`config.mk`:
```
export PLATFORM = sky130hd
export DESIGN_NAME = servo_pwm_gen
export DESIGN_NICKNAME = d
export VERILOG_FILES = /design/src/rtl/servo_pwm_gen.sv
export SDC_FILE = /design/constraint.sdc
export NUM_CORES = 1
export LEC_CHECK = 0
export CAP_MARGIN = 20
export CORE_MARGIN = 5
export CORE_UTILIZATION = 40
export CTS_CLUSTER_SIZE = 28
export DETAILED_ROUTE_END_ITERATION = 6
export HOLD_SLACK_MARGIN = 0.15
export PLACE_DENSITY = 0.55
export SYNTH_ARGS = -nofsm -noshare
export SYNTH_HDL_FRONTEND = slang
export SYNTH_SLANG_ARGS = --single-unit
```
`constraint.sdc`:
```
create_clock -name clock -period 16.6 [get_ports clock]
set_clock_uncertainty 0.2 [all_clocks]
set_input_delay 3.32 -clock clock [delete_from_list [all_inputs] [get_ports clock]]
set_output_delay 3.32 -clock clock [all_outputs]
set_load 0.01 [all_outputs]
```
`src/rtl/servo_pwm_gen.sv`:
```
// ============================================================================
// servo_pwm_gen
//
// Servo PWM generator fed from the PWM duty register (r2[7:0]). A free-running
// frame counter defines a fixed period. Position commands are buffered and
// only take effect at a frame boundary, so every pulse is either the old
// width or the new width, never a runt or a stretched pulse.
//
// Ports:
//   clock       in   1  system clock, rising-edge active
//   ctrl_reset  in   1  synchronous active-high reset
//   cmd_we      in   1  one-cycle strobe qualifying cmd_pos
//   cmd_pos     in   8  requested position 0..255
//   enable      in   1  output enable, sampled at frame boundaries only
//   PWMout      out  1  registered servo pulse
//   frame_start out  1  registered one-cycle pulse on frame cycle 0
//   cmd_ack     out  1  one-cycle pulse when a command becomes active
//   cur_pos     out  8  position currently being driven
// ============================================================================
module servo_pwm_gen #(
    parameter int unsigned PERIOD_CYCLES = 500000,
    parameter int unsigned MIN_PULSE     = 25000,
    parameter int unsigned STEP_CYCLES   = 98,
    parameter int unsigned MAX_PULSE     = 50000,
    parameter int unsigned RESET_POS     = 128,
    parameter int unsigned CNT_W         = 19
) (
    input  logic       clock,
    input  logic       ctrl_reset,
    input  logic       cmd_we,
    input  logic [7:0] cmd_pos,
    input  logic       enable,
    output logic       PWMout,
    output logic       frame_start,
    output logic       cmd_ack,
    output logic [7:0] cur_pos
);

    typedef logic [CNT_W-1:0] cnt_t;
    typedef logic [CNT_W:0]   wid_t;

    localparam cnt_t       LAST_CNT  = cnt_t'(PERIOD_CYCLES - 1);
    localparam logic [7:0] RESET_P8  = 8'(RESET_POS);

    // Pulse width for a position, saturated at MAX_PULSE. The product is
    // formed in 32 bits so an out-of-range position cannot wrap before the
    // clamp; after clamping the result always fits in CNT_W+1 bits because
    // MAX_PULSE < PERIOD_CYCLES <= 2^CNT_W.
    function automatic wid_t calc_width(input logic [7:0] pos);
        int unsigned full;
        full = MIN_PULSE + 32'(pos) * STEP_CYCLES;
        if (full > MAX_PULSE) full = MAX_PULSE;
        return wid_t'(full);
    endfunction

    cnt_t       cnt;
    logic       en_q;
    logic       pend_valid;
    logic [7:0] pend_pos;
    wid_t       width_act;

    logic       boundary;
    logic       apply;
    logic [7:0] apply_pos;
    cnt_t       cnt_next;
    logic       en_next;
    logic [7:0] pos_next;
    wid_t       width_next;

    // Next-state values; the output register compares against these so the
    // pulse edge lines up with the counter and width being loaded.
    always_comb begin
        boundary   = (cnt == LAST_CNT);
        cnt_next   = boundary ? '0 : cnt + cnt_t'(1);
        en_next    = boundary ? enable : en_q;
        // A write on the boundary cycle bypasses the pending buffer.
        apply      = boundary && (cmd_we || pend_valid);
        apply_pos  = cmd_we ? cmd_pos : pend_pos;
        pos_next   = apply ? apply_pos : cur_pos;
        width_next = apply ? calc_width(apply_pos) : width_act;
    end

    always_ff @(posedge clock) begin
        if (ctrl_reset) begin
            cnt         <= '0;
            en_q        <= 1'b0;
            pend_valid  <= 1'b0;
            cur_pos     <= RESET_P8;
            width_act   <= calc_width(RESET_P8);
            PWMout      <= 1'b0;
            frame_start <= 1'b0;
            cmd_ack     <= 1'b0;
        end else begin
            cnt         <= cnt_next;
            en_q        <= en_next;
            cur_pos     <= pos_next;
            width_act   <= width_next;
            PWMout      <= en_next && ({1'b0, cnt_next} < width_next);
            frame_start <= (cnt_next == '0);
            cmd_ack     <= apply;
            if (boundary)
                pend_valid <= 1'b0;
            else if (cmd_we)
                pend_valid <= 1'b1;
        end
    end

    // Pending position is plain data; its validity is carried by pend_valid.
    always_ff @(posedge clock) begin
        if (cmd_we && !boundary)
            pend_pos <= cmd_pos;
    end

endmodule

```
Yosys cells after proc, flatten, opt, wreduce, memory -nomap -nowiden
Index checks and enable logic that the tools add are counted.
Word-level totals
  RAM bits: 0
  bits of input ports: 12
  memories: 0
  word-level logic and storage cells: 27
  bits in registers: 60
  bits in read-only memories: 0
  output and inout bits: 11
  bits in latches: 0
Operators by class
  $lt $le $gt $ge: 2
  muxes and demuxes: 5
  reduce and logical (&&, ||, !) cells: 7
  $add $sub $neg: 2
  multipliers: 1
  shift-type cells: 0
  divide/modulo/power cells: 0
  bitwise operators: 0
  eq/ne operators: 1
Operator list (number)
  $lt A19 B20 Y1: 1
  $mux W20: 1
  $add A19 B1 Y19 const B: 1
  $eq A19 B19 Y1 const B: 1
  $logic_not A19 Y1: 1
  $mux W19: 1
  $add A15 B15 Y16 const A: 1
  $gt A16 B16 Y1 const B: 1
  $mux W16: 1
  $mul A8 B6 Y14 const B: 1
  $mux W8: 1
  $logic_and A1 B1 Y1: 3
  $reduce_or A2 Y1: 1
  $logic_not A1 Y1: 1
  $logic_or A1 B1 Y1: 1
  $mux W1: 1

Longest topological paths before layout
  depth after elaboration: 8
  depth in mapped cells: 27

Worst setup path after synthesis
OpenSTA, ideal clock, no wires.
  path type: input to register
  start point: in cmd_we
  end point: reg PWMout
  cell stages on the path: 27
  arrival: 8.917 ns
  setup slack: 7.409 ns
  path buffers: 2
  data required time: 16.326 ns
  path through: buf_1 > mux2i_1 > inv_1 > ha_1 > fa_1 > ha_1 > ha_1 > inv_1 > fa_1 > nor2b_1 > a21oi_4 > nor3b_2 > xnor2_1 > nand3_1 > o311ai_4 > and3_4 > buf_6 > a22oi_1 > ha_1 > a21o_1 > a21o_1 > a21oi_1 > o21ai_0 > a31oi_1 > a211o_1 > nand3_1 > a31oi_1
Between the ends
  word-level cells in the longest chain between the ends: 8
  elaborated cells between the ends (all ways): 10
Ends and longest elaborated chain
  start: declaration: line 30  | input logic cmd_we,
  $mux W8 (*): line 78  | apply_pos = cmd_we ? cmd_pos : pend_pos;
  via apply_pos[2]: line 64  | logic [7:0] apply_pos;
  $mul A8 B6 Y14 (*): line 51  | full = MIN_PULSE + 32'(pos) * STEP_CYCLES;
  $add A15 B15 Y16 (*): line 51
  $gt A16 B16 Y1: line 52  | if (full > MAX_PULSE) full = MAX_PULSE;
  $mux W16 (*): line 52
  $mux W20 (*): line 80  | width_next = apply ? calc_width(apply_pos) : width_act;
  $lt A19 B20 Y1 (*): line 98  | PWMout <= en_next && ({1'b0, cnt_next} < width_next);
  $logic_and A1 B1 Y1 (*): line 98
  end signal: assignment: line 98
  end: declaration: line 33  | output logic PWMout,
Mark *: on every way through the listed nets, which the timed path passes. The rest lies on a longest branch.
A chain may end at the register's enable or synchronous reset.

Final worst setup path
Same ends and word-level chain as after synthesis.

==> results.json <==
{
  "diodes": 0,
  "synth_cells": 441,
  "hold_viol_final": 0,
  "maxCapViolCount": 0,
  "slew_violations": 0,
  "cts_buffer_depth": 2,
  "synthesis.area_um2": 4130,
  "core_area_um2": 10200,
  "tightest_slew_ns": 1.02,
  "cts_inserted_buffers": 9,
  "nFillCells": 998,
  "grt_pass1_wl_um": 15700,
  "crit_arrival_ns": 9.87,
  "cts_setup_buffers": 0,
  "period_minus_slack_ns": 9.81,
  "fin_area_um2": 4640,
  "first_global_vias": 3201,
  "hold_path_depth": 2,
  "worst-r2r-setup-slack_ns": 10.33,
  "critical_path_peak_fanout": 13,
  "initial_core_util_pct": 40.6,
  "placed_cell_area_um2": 4470,
  "wl_per_cell_um": 15.3,
  "routed_wl_um": 9200,
  "port_buffers": 22,
  "num_rows": 37,
  "cts_num_sinks": 60,
  "dieArea_um2": 12500,
  "synth_common_cells": "dfxtp_1, nor2_1, ha_1",
  "cp-end-kind": "flip-flop",
  "synth_nets": 506,
  "finalNetCount": 526,
  "route.detailed.drc": 0,
  "antenna_found_initial": 0,
  "synth.area.top_cells": "dfxtp_1, ha_1, edfxtp_1",
  "whs_endpoint": "width_act[17]",
  "ys.flop_type": "dfxtp_1",
  "r2r_cells": 25,
  "whs_ns": 0.245,
  "die_height_um": 112,
  "synth.distinct_cells": 79,
  "cp_data_required_time_ns": 16.67,
  "p_per_area_nw_per_um2": 109,
  "fmax_ghz": 0.102,
  "peakVddDrop_uv": 80.7,
  "syn_avg_cell_area_um2": 9.37,
  "hp-start": "width_act[17]",
  "dp_hpwl_um": 7000,
  "rsz0062_at_grt": "no",
  "cts-htree-levels": 3,
  "cts_tree": "yes",
  "holdBufCountCts": 0,
  "clk_latency_ns": 0.33,
  "vias_per_cell": 5.38,
  "synth-edff-count": 8,
  "synth_top_area_share_pct": 25.2,
  "rr_endpoint": "PWMout",
  "grt_use_total_pct": 15.4,
  "ff_latch_area_um2": 1280,
  "overflow": 0,
  "layout-drive-gt1-share_pct": 10.7,
  "min_period_over_period_pct": 59.1,
  "place_congestion": 0.839,
  "p_leak_nw": 1.90,
  "async_flop_share_pct": 0,
  "fin_setup_tns_ns": 0,
  "finalSetupViolations": 0,
  "path_clk_slew_ns": 0.07,
  "criticalPathCategory": "input port to flip-flop",
  "io_pins": 23,
  "status": "finished clean",
  "yosys_warnings": 0,
  "hp-class": "flip-flop to flip-flop",
  "multiInputGateArea_um2": 2730,
  "seq_area_frac_synth_pct": 31.0,
  "area.growth.synth_to_final_pct": 12.3,
  "post_cts_resized": 0,
  "synth-seq-cells": 60,
  "dieWidth_um": 112,
  "num_vias": 3239,
  "grt_max_degree": 53,
  "root_buffer": "clkbuf_8",
  "timing.rr.start": "pend_pos[2]",
  "first_pass_iters": 4,
  "slew_headroom_pct": 31.7,
  "ant_nets": 0,
  "drt_iter0_markers": 134,
  "cp-start-kind": "input port",
  "synth_top_cell_by_area": "dfxtp_1"
}
-- logic make-up (layout without fill, tap and decap cells) --
logic type	count (synthesis)	after routing	synth area share [%]
and+or+nand+nor	176	176	23.1
AOI/OAI and AO/OA	80	80	16.6
DFF	60	60	31.0
adders and majority gates	53	53	16.6
buffers and inverters	32	57	3.12
xor gates and xnor gates	29	29	6.78
muxes	11	11	2.78
-- critical path, cell delays in order --
cell and delay (ns):
clkdlybuf4s50_1 0.82, mux2i_1 0.42, inv_1 0.14, ha_1 0.31, fa_1 0.46, ha_1 0.29
ha_1 0.22, inv_1 0.07, fa_1 0.50, nor2b_1 0.32, a21oi_4 0.12, nor3b_2 0.19
xnor2_1 0.22, nand3_1 0.16, o311ai_4 0.37, and3_4 0.34, a22oi_1 0.09, ha_1 0.33
a21o_1 0.18, a21o_1 0.17, a21oi_1 0.14, o21ai_0 0.13, a31oi_1 0.16, a211o_1 0.13
nand3_1 0.08, a31oi_1 0.16
-- placed cells by master, fill, tap and decap left out, types with 7 or more instances in the layout --
cell type / synthesis / layout
a21oi_1: 15 / 15
nand3_1: 12 / 12
edfxtp_1: 8 / 8
clkdlybuf4s50_1: 0 / 21
nor2b_1: 13 / 13
nor2_1: 52 / 52
ha_1: 50 / 50
mux2i_1: 7 / 7
dfxtp_1: 52 / 52
xnor2_1: 12 / 12
nor3_1: 13 / 12
o21ai_0: 9 / 9
nand4_1: 12 / 12
nand2_1: 24 / 24
and3_1: 7 / 7
clkbuf_8: 0 / 10
inv_1: 16 / 16
xor2_1: 15 / 15
-- metal layers --
layer / global-route usage, % / share of wire, % / vias up
met1: 20.8 / 51 / 1525
met3: 3.32 / 2.3 / 11
li1: - / - / 1657
met5: 0 / 0 / -
met2: 24.7 / 46 / 46
met4: 4.70 / 1.6 / 0
-- how the worst max path moves through the flow --
stage | from | to
after detailed placement | cmd_we | PWMout
after CTS | cmd_we | PWMout
after global placement | cmd_we | PWMout
final | cmd_we | PWMout
after floorplan | cmd_we | PWMout
after global routing | cmd_we | PWMout
-- cell type report --
type,count,area share [%]
repair buffers,24,4.96
clock buffers,12,3.12
flip-flops and latches,60,27.6
well taps,136,3.66
multi-input cells,349,58.8
clock inverters,4,0.539
inverters,17,1.37
-- state kept, by name, indices dropped and copies added (netlist names) --
register     flops
PWMout           1
cmd_ack          1
cnt             19
cur_pos          8
en_q             1
frame_start      1
pend_pos         8
pend_valid       1
width_act       20
-- power breakdown --
part           internal (mW)  switching (mW)
combinational         0.0958           0.141
sequential             0.150         0.00148
clock                 0.0578          0.0585
-- metrics by stage --
step	worst slack, ns	total power, mW	utilization, %	std cells
detailed placement	6.41	0.391	43.9	586
floorplan	7.41	0.351	-	441
finish	6.79	0.504	45.6	602
CTS	6.78	0.509	45.6	602
global route	6.28	0.539	45.6	602
global placement	6.64	0.388	43.9	586
No activity file was read; power rests on OpenSTA's default activity.
